`config.mk`:
```
export PLATFORM = sky130hd
export DESIGN_NAME = spi_hex_target
export DESIGN_NICKNAME = d
export VERILOG_FILES = /design/src/rtl/spi_hex_target.sv
export SDC_FILE = /design/constraint.sdc
export NUM_CORES = 1
export LEC_CHECK = 0
export ABC_CLOCK_PERIOD_IN_PS = 4700
export CAP_MARGIN = 10
export CORE_MARGIN = 8
export CORE_UTILIZATION = 45
export CTS_CLUSTER_SIZE = 8
export DETAILED_ROUTE_END_ITERATION = 10
export DONT_BUFFER_PORTS = 1
export PLACE_DENSITY = 0.64
export SYNTH_ARGS = -nofsm -noshare
export SYNTH_HDL_FRONTEND = slang
export SYNTH_SLANG_ARGS = --single-unit
export TNS_END_PERCENT = 5
```
`constraint.sdc`:
```
create_clock -name clk -period 4.7 [get_ports clk]
set_input_delay 0 -clock clk [delete_from_list [all_inputs] [get_ports clk]]
set_output_delay 0 -clock clk [all_outputs]
set_load 0.01 [all_outputs]
```
`src/rtl/spi_hex_target.sv`:
```
// SPI mode-0 target holding eight 7-bit segment registers for HEX0..HEX7.
// SPI pins are oversampled in the clk domain; there is no logic clocked by SCK.
module spi_hex_target #(
    parameter int N_DIGITS = 8,
    parameter logic [6:0] SEG_RESET = 7'h7f
) (
    input  logic                  clk,
    input  logic                  reset_n,
    input  logic                  spi_sck,
    input  logic                  spi_mosi,
    input  logic                  spi_cs_n,
    output logic                  spi_miso,
    output logic [7*N_DIGITS-1:0] hex_seg,
    output logic                  wr_strobe,
    output logic [2:0]            wr_addr,
    output logic [1:0]            fsm_state
);

    typedef enum logic [1:0] {IDLE = 2'd0, CMD = 2'd1, DATA = 2'd2, IGNORE = 2'd3} state_t;

    state_t state, state_next;

    logic       sck_s1, sck_s2, sck_s3;
    logic       mosi_s1, mosi_s2;
    logic       cs_s1, cs_s2;
    logic [2:0] bit_cnt;
    logic [6:0] shift_in;
    logic [7:0] tx;
    logic [2:0] ptr;
    logic [2:0] ptr_inc;
    logic       is_read;
    logic [6:0] segs [N_DIGITS];

    logic       sck_rise, sck_fall, byte_done;
    logic [7:0] rx_byte;

    assign sck_rise  = sck_s2 & ~sck_s3;
    assign sck_fall  = ~sck_s2 & sck_s3;
    // Byte including the bit being sampled on this rise.
    assign rx_byte   = {shift_in, mosi_s2};
    assign byte_done = sck_rise && (bit_cnt == 3'd7) && !cs_s2;
    assign ptr_inc   = ptr + 3'd1;
    assign fsm_state = state;

    always_comb begin
        for (int k = 0; k < N_DIGITS; k++) begin
            hex_seg[7*k +: 7] = segs[k];
        end
    end

    always_ff @(posedge clk or negedge reset_n) begin
        if (!reset_n) begin
            sck_s1  <= 1'b0;
            sck_s2  <= 1'b0;
            sck_s3  <= 1'b0;
            mosi_s1 <= 1'b0;
            mosi_s2 <= 1'b0;
            cs_s1   <= 1'b1;
            cs_s2   <= 1'b1;
        end else begin
            sck_s1  <= spi_sck;
            sck_s2  <= sck_s1;
            sck_s3  <= sck_s2;
            mosi_s1 <= spi_mosi;
            mosi_s2 <= mosi_s1;
            cs_s1   <= spi_cs_n;
            cs_s2   <= cs_s1;
        end
    end

    always_ff @(posedge clk or negedge reset_n) begin
        if (!reset_n) begin
            state <= IDLE;
        end else begin
            state <= state_next;
        end
    end

    // A CS-high sample always wins over any SCK edge seen in the same cycle.
    always_comb begin
        state_next = state;
        case (state)
            IDLE:    if (!cs_s2) state_next = CMD;
            CMD: begin
                if (cs_s2) state_next = IDLE;
                else if (byte_done) state_next = (rx_byte[6:3] == 4'd0) ? DATA : IGNORE;
            end
            DATA:    if (cs_s2) state_next = IDLE;
            IGNORE:  if (cs_s2) state_next = IDLE;
            default: state_next = IDLE;
        endcase
    end

    always_ff @(posedge clk or negedge reset_n) begin
        if (!reset_n) begin
            bit_cnt   <= 3'd0;
            shift_in  <= 7'd0;
            tx        <= 8'd0;
            ptr       <= 3'd0;
            is_read   <= 1'b0;
            spi_miso  <= 1'b0;
            wr_strobe <= 1'b0;
            wr_addr   <= 3'd0;
            for (int k = 0; k < N_DIGITS; k++) segs[k] <= SEG_RESET;
        end else begin
            wr_strobe <= 1'b0;
            if (state == IDLE || cs_s2) begin
                bit_cnt  <= 3'd0;
                spi_miso <= 1'b0;
            end else begin
                if (sck_rise) begin
                    shift_in <= rx_byte[6:0];
                    bit_cnt  <= bit_cnt + 3'd1;
                end
                case (state)
                    CMD: begin
                        spi_miso <= 1'b0;
                        if (byte_done) begin
                            ptr     <= rx_byte[2:0];
                            is_read <= rx_byte[7];
                            tx      <= {1'b0, segs[rx_byte[2:0]]};
                        end
                    end
                    DATA: begin
                        if (is_read) begin
                            if (sck_fall) begin
                                spi_miso <= tx[7];
                                tx       <= {tx[6:0], 1'b0};
                            end
                            if (byte_done) begin
                                ptr <= ptr_inc;
                                tx  <= {1'b0, segs[ptr_inc]};
                            end
                        end else if (byte_done) begin
                            segs[ptr] <= rx_byte[6:0];
                            wr_strobe <= 1'b1;
                            wr_addr   <= ptr;
                            ptr       <= ptr_inc;
                        end
                    end
                    default: spi_miso <= 1'b0;
                endcase
            end
        end
    end

endmodule

```
==> results.json, run 1 <==
{
  "relSlewSlack": 0.329,
  "cts_max_level": 3,
  "multi_input_area_mm2": 0.00238,
  "finalSetupViolCount": 0,
  "syn_area_mm2": 0.00490,
  "rows": 38,
  "regArea_mm2": 0.00238,
  "fin_crit_ns": 2.82,
  "finClkSkew_ns": 0.00971,
  "wl_um": 12600,
  "synth_edf_count": 0,
  "grt_pass1_wl_um": 20400,
  "vias": 3236,
  "grt_overflow": 0,
  "cts_buffer_depth": 2,
  "firstDrtPassIters": 4,
  "hold_slack_ns": 0.171,
  "tns_ns": 0,
  "dieArea_mm2": 0.0145,
  "design_area_mm2": 0.00519,
  "yosysUniqueCellTypes": 47,
  "grt_pass1_vias": 3293,
  "grt_max_degree": 93,
  "drv_slew": 0,
  "synth_top_family_by_area": "multiplexers",
  "end_kind": "flop",
  "cts-root-buf": "clkbuf_8",
  "postRouteAntennaNets": 0,
  "fin_nets": 396,
  "synth-main-ff-cell": "dfstp_2",
  "worst_setup_path_start_kind": "flop",
  "gp_congestion": 0.848,
  "die_w_um": 120,
  "pwr_density_cell_mw_per_mm2": 311,
  "wl_per_cell_um": 23.6,
  "fin_cells": 533,
  "drv_cap": 0,
  "io_buffers": 0,
  "track_usage": 0.184,
  "synth_simple_gate_area_frac": 0.114,
  "cts_tree": "yes",
  "cellLeakagePower_nw": 2.09,
  "post-route-period-util": 0.601,
  "core_area_mm2": 0.0107,
  "pin_count": 68,
  "hold_viol": 0,
  "worstPathArrival_ns": 3.09,
  "postCtsSetupBuffers": 0,
  "yosysSeqAreaShare": 0.485,
  "synth-xor-area-share": 0.00511,
  "cts.sinks": 92,
  "synth_adder_area_share": 0.00766,
  "synthMuxAreaShare": 0.273,
  "cp.required_ns": 4.97,
  "synth.avg_cell_area_um2": 12.2,
  "min_path_type": "input pin to flop",
  "worstMarginPinSlew_ns": 1.01,
  "ys_warn_count": 0,
  "ir_worst_vdd_mv": 0.214,
  "path_class": "flop to flop",
  "clkTransAtPathRegs_ns": 0.08,
  "synthCells": 401,
  "drive_gt1_frac": 0.433,
  "status": "completed",
  "fill_cells": 1006,
  "synth_seq_cells": 92,
  "synth_compound_area_frac": 0.0863,
  "hpwl_um": 8850,
  "dpl-instance-area_mm2": 0.00494,
  "cp_max_fo": 23,
  "cts_inserted_buffers": 9,
  "fmax_mhz": 354,
  "drt-vias-per-instance": 6.07,
  "antenna_found_initial": 0,
  "cts_repair_resize_count": 0,
  "drtIter0Drc": 194,
  "rsz0062_at_grt": "no",
  "insertion_delay_ns": 0.38,
  "drc": 0,
  "synth_nets": 409,
  "synth-async-reset-ratio": 1.00,
  "antenna_cells": 0,
  "initial_core_util": 0.456,
  "dieHeight_um": 120,
  "hold_buffers": 5,
  "area_delta_synth_final_pct": 6.03,
  "place_inst": 512
}
cell usage after synthesis, drive strengths merged, types with 3 or more instances:
cell type   n  area [um^2]
mux2i      37          370
nor2b      10         62.6
nand3      13         65.1
o32a        5         50.1
o21ai      11         55.1
a211oi      5         37.5
dfrtp      34          851
o22ai       8         50.1
mux4        4         90.1
or2         3         18.8
nor3        4         53.8
a21boi      7         52.6
a22oi      12         90.1
buf        16         85.1
dfstp      58         1520
nand2b      4         25.0
nand2      20         80.1
clkbuf     14         52.6
a21oi       8         40.0
nor2       22         95.1
ha          3         37.5
nor4        5         31.3
mux2       78          878
kinds of logic (layout without fill, tap and decap cells):
| group | after synthesis | after routing |
|---|---|---|
| buf+inv | 31 | 23 |
| xor+xnor | 2 | 2 |
| flops | 92 | 92 |
| simple gates | 92 | 92 |
| mux | 119 | 119 |
| compound gates | 62 | 62 |
| fa+ha+maj | 3 | 3 |
per-stage QoR:
| step | power, mW | worst slack (ns) | utilization |
|---|---|---|---|
| after global placement | 1.10 | 1.94 | 0.460 |
| after detailed placement | 1.10 | 1.88 | 0.460 |
| final | 1.62 | 1.88 | 0.483 |
| after CTS | 1.63 | 1.86 | 0.483 |
| after global routing | 1.69 | 1.68 | 0.483 |
| after floorplan | 1.04 | 2.71 | - |
power breakdown:
group | switching, mW | leakage [nW] | internal [mW]
clock network | 0.268 | 0.0937 | 0.236
registers | 0.125 | 1.05 | 0.818
logic | 0.0800 | 0.945 | 0.0897
total | 0.472 | 2.09 | 1.14
area by class of cell:
cell class                 count  area share
clock buffer                  15      0.0340
clock inverter                 1    0.000964
inverter                       1    0.000723
multi-input combinational    278       0.459
sequential                    92       0.457
tap                          140      0.0337
timing repair buffer           6      0.0145
critical path: stages, from the launching register on:
cell and delay [ns]:
dfrtp_1 0.95, ha_1 0.38, xnor2_2 0.21, or2_1 0.36, a211oi_1 0.36, nor4_1 0.09, o32a_1 0.35
layer usage:
| layer | up-vias | track usage | part of all wire |
|---|---|---|---|
| met5 | - | 0 | 0 |
| met4 | 0 | 0.0710 | 0.018 |
| met2 | 104 | 0.280 | 0.48 |
| met1 | 1658 | 0.241 | 0.43 |
| li1 | 1460 | - | - |
| met3 | 14 | 0.0550 | 0.076 |
cell usage in the layout, fill, tap and decap left out, types with 3 or more instances in the layout:
master	instances
mux4_2	4
a21boi_0	7
nor3_4	3
dlygate4sd3_1	4
nand2b_1	4
o22ai_1	8
nor4_1	5
a21oi_1	8
nand2_1	18
clkbuf_8	12
a211oi_1	5
nor2_1	19
dfrtp_1	33
o32a_1	5
mux2i_1	37
mux2_2	78
o21ai_0	11
nand3_1	13
dfstp_2	58
nor2b_1	10
a22oi_1	12
clkbuf_1	3
ha_1	3
sequential cells by signal, indices dropped and copies added (netlist names):
name,cells
bit_cnt,3
cs_s1,1
cs_s2,1
fsm_state,2
hex_seg,56
is_read,1
mosi_s1,1
mosi_s2,1
ptr,3
sck_s1,1
sck_s2,1
sck_s3,1
shift_in,7
spi_miso,1
tx,8
wr_addr,3
wr_strobe,1
final timing paths:
| kind | from | end | slack [ns] | depth (start not counted) |
|---|---|---|---|---|
| min in group asynchronous | reset_n | ptr[1]$_DFFE_PN0P_ | 0.20 | 2 |
| worst max register to register | ptr[0]$_DFFE_PN0P_ | tx[2]$_DFFE_PN0P_ | 1.88 | 6 |
| worst max-delay path | ptr[0]$_DFFE_PN0P_ | tx[2]$_DFFE_PN0P_ | 1.88 | 6 |
| worst min-delay path | spi_cs_n | cs_s1$_DFF_PN1_ | 0.17 | 1 |
| max in group asynchronous | reset_n | hex_seg[13]$_DFFE_PN1P_ | 4.07 | 2 |
| worst min register to register | cs_s1$_DFF_PN1_ | cs_s2$_DFF_PN1_ | 0.36 | 0 |
Note: power is estimated with default switching activity, not from simulation.
==> run 2: changes to the inputs <==
- ABC_CLOCK_PERIOD_IN_PS: 4700 -> 2600
- clock period: 4.7 -> 2.6 ns (I/O delays scaled with it)
==> run 2 against run 1 <==
Effect of this change:
- core utilization increased by 1.2 points
- total power rose by 86%
- largest cell class unchanged
- non-clock buffer count is 14 higher
- final cell count is 2.6% higher
- sequential power rose by 76%
- die area unchanged
- wire length increased by 0.89%
- flip-flop and latch count unchanged
- clock power up 91%
- worst setup slack got worse by 1.6 ns
- first-iteration DRC count is 4.1% lower
==> results.json, run 2 (synthesis gave the netlist of run 1 again) <==
{
  "status": "completed",
  "whs_path_depth": 1,
  "pwr_density_cell_mw_per_mm2": 564,
  "regArea_mm2": 0.00238,
  "worstMarginPinSlew_ns": 0.609,
  "dieArea_mm2": 0.0145,
  "largest_reg_flops": 56,
  "cp.required_ns": 2.91,
  "grt_pass1_vias": 3366,
  "cts_inserted_buffers": 9,
  "hold_viol": 0,
  "track_usage": 0.184,
  "tns_ns": 0,
  "fmax_mhz": 421,
  "fin_crit_ns": 2.37,
  "drv_slew": 0,
  "cts_tree": "yes",
  "relSlewSlack": 0.592,
  "final_cell_mix": "mux2_2, dfstp_2, mux2i_1",
  "wl_per_cell_um": 23.2,
  "worst_setup_path_start_kind": "flop",
  "cts_max_level": 3,
  "cts_repair_resize_count": 0,
  "firstDrtPassIters": 4,
  "area_delta_synth_final_pct": 8.66,
  "cts.sinks": 92,
  "finalSetupViolCount": 0,
  "met1_usage": 0.236,
  "io_buffers": 0,
  "post-route-util": 0.495,
  "core_area_mm2": 0.0107,
  "cts_buffer_depth": 2,
  "antenna_found_initial": 0,
  "ir_worst_vdd_mv": 0.468,
  "worstPathArrival_ns": 2.68,
  "multi_input_area_mm2": 0.00238,
  "post-route-period-util": 0.913,
  "gp_congestion": 0.862,
  "rows": 38,
  "die_w_um": 120,
  "end_kind": "flop",
  "vias": 3224,
  "min_path_type": "input pin to flop",
  "hpwl_um": 9120,
  "cp_max_fo": 15,
  "drtIter0Drc": 186,
  "dpl-instance-area_mm2": 0.00506,
  "fill_cells": 1002,
  "power.total_mw": 3.00,
  "drc": 0,
  "finClkSkew_ns": 0.0110,
  "grt_util_met2": 0.298,
  "final_common_cell": "mux2_2",
  "insertion_delay_ns": 0.38,
  "drive_gt1_frac": 0.457,
  "grt_overflow": 0,
  "initial_core_util": 0.456,
  "grt.busiest_layer": "met2",
  "design_area_mm2": 0.00532,
  "antenna_cells": 0,
  "cts-root-buf": "clkbuf_8",
  "pin_count": 68,
  "rsz0062_at_grt": "no",
  "reg2reg_depth": 6,
  "drt-vias-per-instance": 5.89,
  "fin_nets": 410,
  "clkTransAtPathRegs_ns": 0.09,
  "drv_cap": 0,
  "grt_max_degree": 93,
  "postRouteAntennaNets": 0,
  "cellLeakagePower_nw": 2.16,
  "dieHeight_um": 120,
  "path_class": "flop to flop",
  "grt_pass1_wl_um": 20600,
  "use_met3": 0.0531,
  "wl_um": 12700
}
==> run 2: power by group <==
part	internal, mW	switching (mW)
registers	1.48	0.178
logic	0.183	0.198
clock network	0.446	0.517
==> run 2: timing repair <==
item | in CTS | in global routing
endpoints found under the hold margin | 95 | 0
hold buffers | 5 | 0
buffers inserted | 0 | 0
==> run 2: path summary, 6_finish.rpt <==
| check | start | endpoint | slack [ns] |
|---|---|---|---|
| setup / recovery | bit_cnt[0]$_DFFE_PN0P_ | hex_seg[39]$_DFFE_PN1P_ | 0.23 |
| hold / removal | spi_cs_n | cs_s1$_DFF_PN1_ | 0.17 |
| setup reg to reg | bit_cnt[0]$_DFFE_PN0P_ | hex_seg[39]$_DFFE_PN1P_ | 0.23 |
| hold reg to reg | mosi_s1$_DFF_PN0_ | mosi_s2$_DFF_PN0_ | 0.36 |
| max in group asynchronous | reset_n | hex_seg[32]$_DFFE_PN1P_ | 1.99 |
| min in group asynchronous | reset_n | bit_cnt[2]$_DFFE_PN0P_ | 0.23 |
==> run 2: layout make-up <==
class	count	share of cell area
multi-input cells	278	0.448
well taps	140	0.0329
repair buffers	20	0.0362
clock inverters	6	0.0122
flip-flops and latches	92	0.446
clock buffers	10	0.0240
inverters	1	0.000705
==> run 2: stage by stage <==
stage / std cells / worst slack [ns] / hold WS, ns
floorplan: 401 / 0.615 / -0.296
global placement: 526 / 0.269 / -0.290
detailed placement: 526 / 0.236 / -0.290
CTS: 547 / 0.214 / 0.156
global route: 547 / 0.106 / 0.145
finish: 547 / 0.227 / 0.169
==> run 2: critical path, stage by stage (launching register included) <==
cell      delay (ns)
dfrtp_1         0.37
ha_1            0.15
ha_1            0.23
and4bb_2        0.43
nand2_2         0.23
nor3_4          0.50
mux2_2          0.40
==> run 2: metal layers <==
| metal | vias to the layer above | part of all wire |
|---|---|---|
| met2 | 72 | 0.49 |
| met1 | 1656 | 0.43 |
| met4 | 0 | 0.011 |
| met3 | 8 | 0.069 |
| li1 | 1488 | - |
| met5 | - | 0 |
